--- src/rtl/config_chain_pkg.sv ---
// Shared types and helpers for the configuration-chain loader.
// Holds the controller state encoding and the word-count calculation.
package config_chain_pkg;

  typedef enum logic [2:0] {
    IDLE,
    FILL,
    SHIFT,
    VERIFY,
    DONE
  } state_e;

  function automatic int nwords(input int chainLen, input int wordW);
    return (chainLen + wordW - 1) / wordW;
  endfunction

endpackage

--- src/rtl/prog_serializer.sv ---
// Parallel-in/serial-out driver for the prog chain: one pass of CHAIN_LEN bits, LSB first.
// A load arriving on the last-bit cycle restarts the pass with no gap in prog_en.
module prog_serializer #(
  parameter int CHAIN_LEN = 16
) (
  input  logic                 clk_i,
  input  logic                 rst_n_i,
  input  logic                 load_i,
  input  logic [CHAIN_LEN-1:0] image_i,
  output logic                 prog_in_o,
  output logic                 prog_en_o,
  output logic                 last_bit_o
);

  localparam int CNT_W = $clog2(CHAIN_LEN + 1);
  localparam logic [CNT_W-1:0] LAST_IDX = CNT_W'(CHAIN_LEN - 1);

  logic [CHAIN_LEN-1:0] shiftReg_q;
  logic [CNT_W-1:0]     bitsLeft_q;
  logic                 progIn_q;
  logic                 progEn_q;

  // bitsLeft_q counts the bits still to come after the one currently on prog_in.
  always_ff @(posedge clk_i or negedge rst_n_i) begin
    if (!rst_n_i) begin
      shiftReg_q <= '0;
      bitsLeft_q <= '0;
      progIn_q   <= 1'b0;
      progEn_q   <= 1'b0;
    end else if (load_i) begin
      shiftReg_q <= image_i >> 1;
      progIn_q   <= image_i[0];
      progEn_q   <= 1'b1;
      bitsLeft_q <= LAST_IDX;
    end else if (progEn_q) begin
      if (bitsLeft_q == '0) begin
        progEn_q <= 1'b0;
        progIn_q <= 1'b0;
      end else begin
        progIn_q   <= shiftReg_q[0];
        shiftReg_q <= shiftReg_q >> 1;
        bitsLeft_q <= bitsLeft_q - 1'b1;
      end
    end
  end

  assign prog_in_o  = progIn_q;
  assign prog_en_o  = progEn_q;
  assign last_bit_o = progEn_q && (bitsLeft_q == '0);

endmodule

--- src/rtl/config_chain_loader.sv ---
// Master end of the serial configuration chain: collects host words into an image,
// shifts it into the chain and optionally reads it back to confirm the load.
module config_chain_loader
  import config_chain_pkg::*;
#(
  parameter int CHAIN_LEN = 16,
  parameter int WORD_W    = 8
) (
  input  logic              prog_clk_i,
  input  logic              rst_n_i,
  input  logic              start_i,
  input  logic              verify_en_i,
  input  logic              cfg_valid_i,
  input  logic [WORD_W-1:0] cfg_data_i,
  output logic              cfg_ready_o,
  output logic              prog_in_o,
  output logic              prog_en_o,
  input  logic              prog_out_i,
  output logic              busy_o,
  output logic              done_o,
  output logic              verify_ok_o
);

  localparam int NWORDS = nwords(CHAIN_LEN, WORD_W);
  localparam int IMG_W  = NWORDS * WORD_W;
  localparam int WCNT_W = $clog2(NWORDS + 1);
  localparam logic [WCNT_W-1:0] LAST_WORD = WCNT_W'(NWORDS - 1);

  state_e               state_q;
  logic [WCNT_W-1:0]    wordCnt_q;
  logic [CHAIN_LEN-1:0] image_q;
  logic [IMG_W-1:0]     image_d;
  logic [CHAIN_LEN-1:0] cap_q;
  logic [CHAIN_LEN-1:0] cap_d;
  logic                 verifyReq_q;
  logic                 cfgReady_q;
  logic                 busy_q;
  logic                 done_q;
  logic                 verifyOk_q;

  logic accept;
  logic lastWord;
  logic serLoad;
  logic progEn;
  logic progIn;
  logic lastBit;

  assign accept   = (state_q == FILL) && cfg_valid_i && cfgReady_q;
  assign lastWord = accept && (wordCnt_q == LAST_WORD);
  // The readback pass is launched on the last shift cycle so prog_en never drops.
  assign serLoad  = lastWord || ((state_q == SHIFT) && lastBit && verifyReq_q);

  always_comb begin
    image_d = IMG_W'(image_q);
    if (accept) begin
      image_d[int'(wordCnt_q) * WORD_W +: WORD_W] = cfg_data_i;
    end
  end

  // Captures enter at the top so capture j ends up in bit j after a full pass.
  always_comb begin
    cap_d = cap_q >> 1;
    cap_d[CHAIN_LEN-1] = prog_out_i;
  end

  prog_serializer #(
    .CHAIN_LEN (CHAIN_LEN)
  ) u_serializer (
    .clk_i      (prog_clk_i),
    .rst_n_i    (rst_n_i),
    .load_i     (serLoad),
    .image_i    (image_d[CHAIN_LEN-1:0]),
    .prog_in_o  (progIn),
    .prog_en_o  (progEn),
    .last_bit_o (lastBit)
  );

  always_ff @(posedge prog_clk_i or negedge rst_n_i) begin
    if (!rst_n_i) begin
      state_q     <= IDLE;
      wordCnt_q   <= '0;
      image_q     <= '0;
      cap_q       <= '0;
      verifyReq_q <= 1'b0;
      cfgReady_q  <= 1'b0;
      busy_q      <= 1'b0;
      done_q      <= 1'b0;
      verifyOk_q  <= 1'b0;
    end else begin
      done_q <= 1'b0;
      case (state_q)
        IDLE: begin
          if (start_i) begin
            state_q     <= FILL;
            verifyReq_q <= verify_en_i;
            verifyOk_q  <= 1'b0;
            wordCnt_q   <= '0;
            cfgReady_q  <= 1'b1;
            busy_q      <= 1'b1;
          end
        end
        FILL: begin
          if (accept) begin
            image_q <= image_d[CHAIN_LEN-1:0];
            if (lastWord) begin
              cfgReady_q <= 1'b0;
              state_q    <= SHIFT;
            end else begin
              wordCnt_q <= wordCnt_q + 1'b1;
            end
          end
        end
        SHIFT: begin
          if (lastBit) begin
            if (verifyReq_q) begin
              state_q <= VERIFY;
            end else begin
              state_q    <= DONE;
              done_q     <= 1'b1;
              verifyOk_q <= 1'b0;
            end
          end
        end
        VERIFY: begin
          if (progEn) begin
            cap_q <= cap_d;
          end
          if (lastBit) begin
            state_q    <= DONE;
            done_q     <= 1'b1;
            verifyOk_q <= (cap_d == image_q);
          end
        end
        DONE: begin
          state_q <= IDLE;
          busy_q  <= 1'b0;
        end
        default: begin
          state_q <= IDLE;
        end
      endcase
    end
  end

  assign cfg_ready_o = cfgReady_q;
  assign prog_in_o   = progIn;
  assign prog_en_o   = progEn;
  assign busy_o      = busy_q;
  assign done_o      = done_q;
  assign verify_ok_o = verifyOk_q;

endmodule

--- config.mk ---
export PLATFORM = sky130hd
export DESIGN_NAME = config_chain_loader
export DESIGN_NICKNAME = d
export VERILOG_FILES = /design/src/rtl/config_chain_pkg.sv /design/src/rtl/prog_serializer.sv /design/src/rtl/config_chain_loader.sv
export SDC_FILE = /design/constraint.sdc
export NUM_CORES = 1
export LEC_CHECK = 0
export BUFFER_PORTS_ARGS = -buffer_cell sky130_fd_sc_hd__buf_2
export CELL_PAD_IN_SITES_DETAIL_PLACEMENT = 0
export CELL_PAD_IN_SITES_GLOBAL_PLACEMENT = 1
export CORE_ASPECT_RATIO = 2
export CORE_MARGIN = 10
export CORE_UTILIZATION = 35
export CTS_BUF_LIST = sky130_fd_sc_hd__clkbuf_4
export CTS_CLUSTER_SIZE = 16
export DETAILED_ROUTE_END_ITERATION = 8
export PLACE_DENSITY_LB_ADDON = 0.1
export SETUP_SLACK_MARGIN = 0.3
export SLEW_MARGIN = 10
export SYNTH_ARGS = -nofsm -noshare
export SYNTH_HDL_FRONTEND = slang
export SYNTH_SLANG_ARGS = --single-unit
--- constraint.sdc ---
create_clock -name prog_clk_i -period 1.95 [get_ports prog_clk_i]
set_input_delay 0 -clock prog_clk_i [delete_from_list [all_inputs] [get_ports prog_clk_i]]
set_output_delay 0 -clock prog_clk_i [all_outputs]
set_load 0.05 [all_outputs]
==> results_dict.tcl, run 1 <==
set metrics [dict create \
    grt.total_usage 0.1232 \
    dp_slack_ps 60.52 \
    power.total_w 0.002399 \
    maxCapViolCount 0 \
    cp.required_ps 2280 \
    layout-drive-gt1-share 0.3178 \
    ys_ff_latch 63 \
    vias 2240 \
    fin_crit_ps 1904 \
    ant_nets 0 \
    overflow 0 \
    antenna_found_initial 1 \
    area_growth_pct 25.85 \
    relSlewSlack 0.7597 \
    wl_um 8022 \
    hold-worst-slack_ps 123.5 \
    die_h_um 154.5 \
    grt_pass1_vias 2386 \
    clock-sinks 63 \
    synthDistinctLibCells 44 \
    post-route-period-util 0.9763 \
    max-clock-path-buffers 2 \
    syn_area_um2 3166 \
    setup_viol 0 \
    ys.flop_type "dfrtp_1" \
    critPathArrivalTime_ps 2230 \
    instances_no_fill 446 \
    placed_cells 401 \
    layout.nets 356 \
    first_pass_iters 4 \
    fmax_ghz 0.5253 \
    avgViaCountPerCell 5.022 \
    use_met1 0.1211 \
    drc 0 \
    async_flop_share 1.000 \
    clk_pin_slew_worst_paths_ps 100 \
    power-per-cell-area_nw_per_um2 602.1 \
    grt_util_met3 0.03209 \
    endpoint_kind "flip-flop" \
    hp-class "in2async" \
    maxSlewViolCount 0 \
    hpwl_um 5792 \
    synth.avg_cell_area_um2 11.39 \
    status "finished, final reports clean" \
    wl_per_cell_um 17.99 \
    die_w_um 87.25 \
    seq_area_frac_synth 0.4980 \
    worst_setup_path_start_kind "flip-flop" \
    grt-busiest-layer "met2" \
    met2_usage 0.2242 \
    synth_edf_count 0 \
    cts_max_level 3 \
    root_buffer "clkbuf_4" \
    worst_pin_slew_ps 355.8 \
    clk_latency_ps 410 \
    finalHoldViolations 0 \
    worst_clock_skew_ps 11.94 \
    crit_path_max_fanout 10 \
    io_pins 20 \
    dieArea_um2 13480 \
    start_util 0.3561 \
    num_rows 49 \
    cts_buffers 9 \
    grt_max_degree 64 \
    rsz0062_at_grt "yes" \
    setup_slack_ps 46.23 \
    coreArea_um2 8890 \
    syn_inst 278 \
    synth_nets 296 \
    portBuffers 19 \
    yosys_warnings 0 \
    gp_congestion 0.7686 \
    crit_type "reg2reg" \
    grt_pass1_wl_um 12730 \
    cts_tree "done" \
    fin_tns_setup_ps 0 \
    initialDrtViolationCount 69 \
    leakage_nw 1.975 \
    ir_drop_uv 386.4 \
]
==> per-layer routing <==
layer / share of wire / vias to the layer above
met5: 0 / -
met3: 0.027 / 14
met1: 0.36 / 1126
met2: 0.58 / 38
met4: 0.035 / 0
li1: - / 1062
==> critical path: stages, from the launching register on <==
cell	delay [ps]
dfrtp_1	410
inv_2	80
ha_4	140
nor4b_4	250
nand2_2	110
o41ai_4	290
buf_4	210
clkbuf_16	170
mux2i_1	170
==> final timing paths <==
path	end	slack, ps	start	cells after the start
max reg2reg	u_serializer.shiftReg_q[0]$_DFFE_PN0P_	50	u_serializer.bitsLeft_q[1]$_DFFE_PN0P_	8
max	u_serializer.shiftReg_q[0]$_DFFE_PN0P_	50	u_serializer.bitsLeft_q[1]$_DFFE_PN0P_	8
min reg2reg	wordCnt_q[1]$_DFFE_PN0P_	540	wordCnt_q[1]$_DFFE_PN0P_	2
max in group asynchronous	cfg_ready_o$_DFFE_PN0P_	1520	rst_n_i	3
min in group prog_clk_i	verifyReq_q$_DFFE_PN0P_	370	verify_en_i	3
min	u_serializer.bitsLeft_q[3]$_DFFE_PN0P_	120	rst_n_i	3
==> power breakdown <==
part           internal, W  switching, W
clock             0.000519      0.000479
sequential         0.00131    0.00000229
combinational    0.0000375     0.0000520
total              0.00187      0.000534
==> state kept, by name (all words and copies together) (netlist names) <==
name	cells
state_q	3
u_serializer.prog_in_o	1
wordCnt_q	2
cap_q	15
cfg_ready_o	1
u_serializer.shiftReg_q	15
u_serializer.prog_en_o	1
busy_o	1
verify_ok_o	1
image_q	16
verifyReq_q	1
u_serializer.bitsLeft_q	5
done_o	1
==> cells in the final DEF, fill, tap and decap left out, types with 3 or more instances in the layout <==
| cell type | netlist | routed |
|---|---|---|
| inv_2 | 0 | 4 |
| or4_1 | 3 | 3 |
| o21ai_0 | 5 | 3 |
| nand2b_1 | 4 | 4 |
| nand2_8 | 1 | 3 |
| inv_1 | 38 | 34 |
| nor2_1 | 4 | 4 |
| and3_1 | 6 | 4 |
| buf_2 | 5 | 19 |
| dfrtp_1 | 63 | 61 |
| xnor2_1 | 14 | 14 |
| clkbuf_16 | 0 | 3 |
| dlygate4sd3_1 | 0 | 13 |
| clkbuf_4 | 0 | 10 |
| a31oi_1 | 4 | 4 |
| buf_4 | 3 | 19 |
| xor2_1 | 4 | 4 |
| nand4_1 | 3 | 3 |
| nand2_1 | 19 | 18 |
| mux2i_1 | 30 | 30 |
| nand3_1 | 9 | 8 |
| clkinv_1 | 0 | 4 |
| mux2_2 | 31 | 31 |
==> synthesized netlist by cell type, types with 2 or more instances <==
cell	n	area, um2
mux2_2	31	349.1
a21oi_1	2	10.01
buf_4	3	22.52
or4_1	3	22.52
a211oi_1	2	15.01
xnor2_1	14	122.6
o21ai_0	5	25.02
inv_1	38	142.6
buf_2	5	25.02
nor2b_1	2	12.51
nor2_1	4	15.01
dfrtp_1	63	1577
nand2_1	19	71.32
xor2_1	4	35.03
ha_1	4	50.05
nand3_1	9	45.04
nand2b_1	4	25.02
mux2i_1	30	300.3
nand4_1	3	18.77
and3_1	6	37.54
a31oi_1	4	25.02
==> logic make-up after synthesis <==
family,share of synthesized area
buffers and inverters,0.06600
flip-flops,0.4980
AO/OA/AOI/OAI,0.05218
adder cells (fa/ha/maj),0.01581
XOR/XNOR,0.04980
multiplexers,0.2051
AND/OR/NAND/NOR,0.1130
==> layout make-up <==
| type | instances | area (um2) |
|---|---|---|
| Fill cell | 847 | 4906 |
| Clock inverter | 6 | 75.07 |
| Clock buffer | 10 | 75.07 |
| Antenna cell | 1 | 2.502 |
| Sequential cell | 63 | 1582 |
| Timing Repair Buffer | 57 | 485.5 |
| Multi-Input combinational cell | 169 | 1494 |
| Inverter | 38 | 142.6 |
| Tap cell | 102 | 127.6 |
==> what timing repair did <==
| action | in CTS | in global routing |
|---|---|---|
| hold buffers | 13 | 0 |
| setup endpoints to repair | 39 | 48 |
| gates resized for setup | 5 | 13 |
| hold endpoints to repair | 88 | 0 |
| buffers inserted | 4 | 7 |
| gates cloned | 0 | 4 |
| pin swaps | 2 | 5 |
==> through the flow <==
step	cell area [um2]	utilization
after floorplan	3208	-
after global placement	3481	0.3916
after CTS	3806	0.4281
final	3984	0.4481
after global routing	3984	0.4481
after detailed placement	3481	0.3916
(Power assumes the default switching activity.)
==> run 2, diff against run 1 <==
--- a/config.mk
+++ b/config.mk
@@ -6,11 +6,12 @@
 export NUM_CORES = 1
 export LEC_CHECK = 0
 export BUFFER_PORTS_ARGS = -buffer_cell sky130_fd_sc_hd__buf_2
+export CAP_MARGIN = 20
 export CELL_PAD_IN_SITES_DETAIL_PLACEMENT = 0
 export CELL_PAD_IN_SITES_GLOBAL_PLACEMENT = 1
 export CORE_ASPECT_RATIO = 2
 export CORE_MARGIN = 10
-export CORE_UTILIZATION = 35
+export CORE_UTILIZATION = 46
 export CTS_BUF_LIST = sky130_fd_sc_hd__clkbuf_4
 export CTS_CLUSTER_SIZE = 16
 export DETAILED_ROUTE_END_ITERATION = 8
==> run 2 against run 1 <==
  * Core utilization increased by 17 points
  * First-iteration DRC count up 67%
  * Register-to-register slack hardly changed
  * Worst hold slack got worse by 46 ps
  * Global-route usage grew 3.5 points
  * Sequential power about the same
  * Worst setup slack worse by 7.7 ps
  * Clock power shrank 30%
  * Critical endpoint is now u_serializer.shiftReg_q[10]$_DFFE_PN0P_
  * Largest power group unchanged
  * Highest routed layer unchanged
==> results_dict.tcl, run 2 (synthesized netlist as in run 1, its figures left out) <==
set metrics [dict create \
    cts_max_level 3 \
    ff2ff_path_depth 9 \
    grt_pass1_wl_um 12690 \
    crit_chain "inv_2 > ha_4 > nor4b_4 > nand2_2 > o41ai_4 > buf_4 > buf_4 > buf_12 > mux2i_2" \
    antenna_found_initial 1 \
    num_rows 42 \
    setup_slack_ps 38.50 \
    first_pass_iters 4 \
    avgViaCountPerCell 5.194 \
    fin_tns_setup_ps 0 \
    fmax_ghz 0.5232 \
    clock-sinks 63 \
    start_util 0.4743 \
    io_pins 20 \
    leakage_nw 2.116 \
    switching_share 0.2327 \
    endpoint_kind "flip-flop" \
    wl_um 7988 \
    crit_type "reg2reg" \
    fin_crit_ps 1911 \
    hp-class "in2async" \
    coreArea_um2 6674 \
    status "finished, final reports clean" \
    switchingPower_w 0.0004902 \
    grt_max_degree 27 \
    largest-register "image_q" \
    ir_drop_uv 400.3 \
    place_area_um2 3493 \
    relSlewSlack 0.6699 \
    cts_tree "done" \
    overflow 0 \
    wl_per_cell_um 18.03 \
    worst_pin_slew_ps 495.2 \
    drc 0 \
    cp.required_ps 2270 \
    post-route-period-util 0.9803 \
    worst-path-buf-inv 4 \
    clk_pin_slew_worst_paths_ps 100 \
    dp_slack_ps -7.334 \
    worst_setup_path_start_kind "flip-flop" \
    ant_nets 0 \
    p_comb_frac 0.045 \
    layout.nets 369 \
    critPathArrivalTime_ps 2230 \
    worst_clock_skew_ps 10.13 \
    grt_pass1_vias 2489 \
    timing.rr.end "u_serializer.shiftReg_q[10]$_DFFE_PN0P_" \
    gp_congestion 0.8231 \
    die_w_um 78.66 \
    max-clock-path-buffers 2 \
    grt.total_usage 0.1579 \
    largest_reg_flops 16 \
    setup_viol 0 \
    pwr-share-seq 0.622 \
    vias 2301 \
    finalInstanceArea_um2 4141 \
    rsz0062_at_grt "yes" \
    worst_path_most_repeated_cell "buf_4" \
    wl_met3_um 206 \
    wl_met2_um 4553 \
    internal_power_w 0.001617 \
    area_growth_pct 30.83 \
    ff2ff_setup_slack_ps 40 \
    finalHoldViolations 0 \
    wl_met1_um 2971 \
    clk_latency_ps 410 \
    maxCapViolCount 0 \
    initialDrtViolationCount 115 \
    hpwl_um 5537 \
    top_layer "met4" \
    cts_buffers 9 \
    die_h_um 137.3 \
    layout-drive-gt1-share 0.4266 \
    dieArea_um2 10800 \
    cp_slowest_cell "dfrtp_1" \
    power-per-cell-area_nw_per_um2 508.7 \
    reg_top3 "image_q x16, cap_q x15, u_serializer.shiftReg_q x15" \
    layout_common_cells "61 x dfrtp_1, 29 x buf_4, 26 x mux2i_1, 22 x inv_1, 19 x buf_2" \
    crit_family "buffers and inverters" \
    portBuffers 19 \
    clkPwrFrac 0.333 \
    rr_startpoint "u_serializer.bitsLeft_q[1]$_DFFE_PN0P_" \
    layout_commonest_cell "dfrtp_1" \
    root_buffer "clkbuf_4" \
    maxSlewViolCount 0 \
    fillers 590 \
    slowest_delay_ps 400 \
    crit_path_max_fanout 6 \
]
[run 2: cell types whose count changed in the layout (fill, tap and decap cells not counted), moves of 4 or more]
cell     change
buf_4       +10
inv_1       -12
inv_2       +11
mux2_2      -13
mux2_4      +13
mux2i_1      -4
nand2_1      -9
nand2_2      +8
[run 2: how the worst max path moves through the flow]
stage,startpoint,to,cells past startpoint
5_1_grt,u_serializer.bitsLeft_q[1]$_DFFE_PN0P_,u_serializer.prog_in_o$_DFFE_PN0P_,8
2_1_floorplan,u_serializer.bitsLeft_q[1]$_DFFE_PN0P_,u_serializer.shiftReg_q[10]$_DFFE_PN0P_,8
3_5_place_dp,u_serializer.bitsLeft_q[0]$_DFFE_PN0P_,u_serializer.shiftReg_q[10]$_DFFE_PN0P_,7
6_report,u_serializer.bitsLeft_q[1]$_DFFE_PN0P_,u_serializer.shiftReg_q[10]$_DFFE_PN0P_,9
4_1_cts,u_serializer.bitsLeft_q[1]$_DFFE_PN0P_,u_serializer.prog_in_o$_DFFE_PN0P_,8
3_3_place_gp,u_serializer.bitsLeft_q[0]$_DFFE_PN0P_,u_serializer.shiftReg_q[10]$_DFFE_PN0P_,7
[run 2: metal layers]
| metal | vias to the layer above | global-route usage |
|---|---|---|
| met5 | - | 0 |
| met4 | 0 | 0.08717 |
| met3 | 17 | 0.03982 |
| met2 | 34 | 0.2964 |
| met1 | 1161 | 0.1505 |
| li1 | 1089 | - |
[run 2: through the flow]
stage / util / std cells / total power [W] / hold slack, ps
3_5_place_dp: 0.5234 / 391 / 0.001410 / -10.82
6_report: 0.6205 / 443 / 0.002107 / 77.13
4_1_cts: 0.5979 / 437 / 0.002130 / 61.00
2_1_floorplan: - / 278 / 0.001353 / -295.6
5_1_grt: 0.6205 / 443 / 0.002209 / 81.49
3_3_place_gp: 0.5234 / 391 / 0.001410 / -16.21
[run 2: worst register-to-register path, delay by kind of cell (launching register included)]
family / cells / cell delay, ps
multiplexers: 1 / 220
AO/OA/AOI/OAI: 1 / 210
adder cells (fa/ha/maj): 1 / 150
AND/OR/NAND/NOR: 2 / 370
flip-flops: 1 / 400
buffers and inverters: 4 / 480
[run 2: what timing repair did]
item / in CTS / in global routing
endpoints found under the hold margin: 88 / 0
setup endpoints to repair: 33 / 37
resized for setup: 18 / 46
pin swaps: 4 / 13
gates cloned: 4 / 0
hold buffers: 14 / 0
setup buffers: 14 / 6
[run 2: power by group through the flow]
stage | Clock, W | Combinational [W] | Sequential (W)
6_report | 0.000701 | 0.0000952 | 0.00131
5_1_grt | 0.000792 | 0.000106 | 0.00131
4_1_cts | 0.000726 | 0.0000928 | 0.00131
3_5_place_dp | 0 | 0.0000731 | 0.00134
3_3_place_gp | 0 | 0.0000737 | 0.00134
2_1_floorplan | 0 | 0.00000886 | 0.00134
[run 2: final cells by class]
type                    instances  area, um2  area share
inverters                      38      147.6     0.03565
multi-input cells             169       1603      0.3870
clock inverters                 3      12.51    0.003021
clock buffers                  11      82.58     0.01994
diodes                          1      2.502   0.0006042
flip-flops and latches         63       1579      0.3813
repair buffers                 70      604.3      0.1459
well taps                      88      110.1     0.02659
==> run 3, diff against run 2 <==
--- a/config.mk
+++ b/config.mk
@@ -16,8 +16,10 @@
 export CTS_CLUSTER_SIZE = 16
 export DETAILED_ROUTE_END_ITERATION = 8
 export PLACE_DENSITY_LB_ADDON = 0.1
-export SETUP_SLACK_MARGIN = 0.3
+export RECOVER_POWER = 50
+export SETUP_SLACK_MARGIN = 0.02
 export SLEW_MARGIN = 10
 export SYNTH_ARGS = -nofsm -noshare
 export SYNTH_HDL_FRONTEND = slang
 export SYNTH_SLANG_ARGS = --single-unit
+export TNS_END_PERCENT = 100
==> run 3 against run 2 <==
  * Global-route usage shrank 1.8 points
  * Sequential power hardly changed
  * Highest routed layer unchanged
  * Non-clock buffer count shrank 5
  * Register-to-register slack gained 40 ps
  * Worst setup slack better by 41 ps
  * First-iteration DRC count decreased by 31%
  * Clock skew grew 4.5 ps
  * Clock power rose by 22%
==> results_dict.tcl, run 3 (synthesized netlist as in run 1, its figures left out) <==
set metrics [dict create \
    relSlewSlack 0.08521 \
    worst_pin_slew_ps 1372 \
    worst_setup_path_start_kind "flip-flop" \
    layout-drive-gt1-share 0.3066 \
    initialDrtViolationCount 79 \
    crit_type "reg2reg" \
    cp.required_ps 2290 \
    largest_reg_flops 16 \
    cts_max_level 3 \
    die_w_um 78.66 \
    cts_tree "done" \
    grt.total_usage 0.1399 \
    clk_latency_ps 420 \
    worstHoldStart "cfg_valid_i" \
    placed_cells 395 \
    layout_commonest_cell "dfrtp_1" \
    wl_per_cell_um 16.28 \
    io_pins 20 \
    portBuffers 19 \
    root_buffer "clkbuf_4" \
    setup_slack_ps 79.68 \
    worst_clock_skew_ps 14.67 \
    dp_slack_ps -37.62 \
    hold_end "state_q[0]$_DFFE_PN0P_" \
    status "finished, final reports clean" \
    place_area_um2 3491 \
    rr_startpoint "u_serializer.bitsLeft_q[0]$_DFFE_PN0P_" \
    leakage_nw 1.995 \
    endpoint_kind "flip-flop" \
    fin_crit_ps 1870 \
    post-route-period-util 0.9591 \
    vias 2171 \
    finalHoldViolations 0 \
    ant_nets 0 \
    ff2ff_path_depth 8 \
    first_pass_iters 4 \
    timing.rr.end "u_serializer.shiftReg_q[1]$_DFFE_PN0P_" \
    grt_max_degree 41 \
    clk_pin_slew_worst_paths_ps 110 \
    layout_common_cells "63 x dfrtp_1, 36 x inv_1, 31 x mux2_2, 30 x mux2i_1, 29 x buf_4" \
    fillers 608 \
    hpwl_um 5186 \
    ff2ff_setup_slack_ps 80 \
    overflow 0 \
    dieArea_um2 10800 \
    cts_buffers 9 \
    area_growth_pct 22.92 \
    antenna-diode-count 0 \
    gp_congestion 0.7752 \
    whs_path_depth 4 \
    start_util 0.4743 \
    crit_path_max_fanout 10 \
    grt_pass1_wl_um 11330 \
    drc 0 \
    antenna_found_initial 0 \
    num_rows 42 \
    reg_top3 "image_q x16, cap_q x15, u_serializer.shiftReg_q x15" \
    grt_pass1_vias 2221 \
    wl_um 7113 \
    coreArea_um2 6674 \
    setup_viol 0 \
    instances_no_fill 437 \
    critPathArrivalTime_ps 2210 \
    avgViaCountPerCell 4.968 \
    fmax_ghz 0.5347 \
    finalInstanceArea_um2 3891 \
    hp-class "in2reg" \
    rsz0062_at_grt "yes" \
    layout.nets 362 \
    die_h_um 137.3 \
    ir_drop_uv 454.2 \
    largest-register "image_q" \
    clock-sinks 63 \
    maxSlewViolCount 0 \
    maxCapViolCount 0 \
    max-clock-path-buffers 2 \
    power-per-cell-area_nw_per_um2 579.3 \
]
## run 3: cell types whose count changed in the layout (fill, tap and decap cells not counted), moves of 8 or more
cell	previous run	this run
inv_2	15	2
mux2_4	13	0
nand2_2	9	1
nand2_1	9	18
inv_1	22	36
mux2_2	18	31
## run 3: area by class of cell
cell class / instances / area, um2 / share of cell area
well taps: 88 / 110.1 / 0.02830
repair buffers: 65 / 518.0 / 0.1331
clock inverters: 6 / 51.30 / 0.01318
flip-flops and latches: 63 / 1577 / 0.4051
clock buffers: 10 / 75.07 / 0.01929
multi-input cells: 167 / 1418 / 0.3643
inverters: 38 / 142.6 / 0.03666
## run 3: repair_timing
action	4_1_cts	5_1_grt
endpoints found under the hold margin	52	0
hold buffers	13	0
endpoints found under the setup margin	15	21
cloned	1	1
setup buffers	5	6
pin swaps	3	2
gates resized for setup	6	4
## run 3: worst max-delay path, stage by stage, from the launching register on
cell,delay [ps]
dfrtp_1,400
inv_2,80
ha_4,150
nor4b_4,230
nand2_2,120
o41ai_4,310
buf_4,180
buf_12,140
mux2i_1,190
## run 3: worst max path at each step
stage	cells after the start	to	from	slack [ps]
3_5_place_dp	7	u_serializer.shiftReg_q[9]$_DFFE_PN0P_	u_serializer.bitsLeft_q[0]$_DFFE_PN0P_	-40
5_1_grt	8	u_serializer.shiftReg_q[0]$_DFFE_PN0P_	u_serializer.bitsLeft_q[0]$_DFFE_PN0P_	-50
4_1_cts	8	u_serializer.shiftReg_q[1]$_DFFE_PN0P_	u_serializer.bitsLeft_q[0]$_DFFE_PN0P_	-7
3_3_place_gp	7	u_serializer.shiftReg_q[11]$_DFFE_PN0P_	u_serializer.bitsLeft_q[0]$_DFFE_PN0P_	30
2_1_floorplan	7	u_serializer.shiftReg_q[5]$_DFFE_PN0P_	wordCnt_q[0]$_DFFE_PN0P_	20
6_report	8	u_serializer.shiftReg_q[1]$_DFFE_PN0P_	u_serializer.bitsLeft_q[0]$_DFFE_PN0P_	80
## run 3: metrics by stage
step / total power, W / util / TNS, ps / hold slack (ps)
2_1_floorplan: 0.001353 / - / 0 / -295.6
3_3_place_gp: 0.001406 / 0.5231 / 0 / 26.31
3_5_place_dp: 0.001407 / 0.5231 / -271.8 / 27.83
4_1_cts: 0.002282 / 0.5756 / -7.448 / 59.58
5_1_grt: 0.002352 / 0.5831 / -408.6 / 86.81
6_report: 0.002254 / 0.5831 / 0 / 70.59
## run 3: power by group
part | internal (W) | switching (W) | leakage, nW
registers | 0.00131 | 0.00000218 | 0.786
logic | 0.0000359 | 0.0000491 | 1.14
clock network | 0.000389 | 0.000470 | 0.0727
## run 3: layer usage
metal | up-vias | wire length [um] | track usage
li1 | 1076 | - | -
met3 | 11 | 252 | 0.04308
met4 | 0 | 140 | 0.05812
met1 | 1048 | 2706 | 0.1373
met5 | - | 0 | 0
met2 | 36 | 4015 | 0.2615
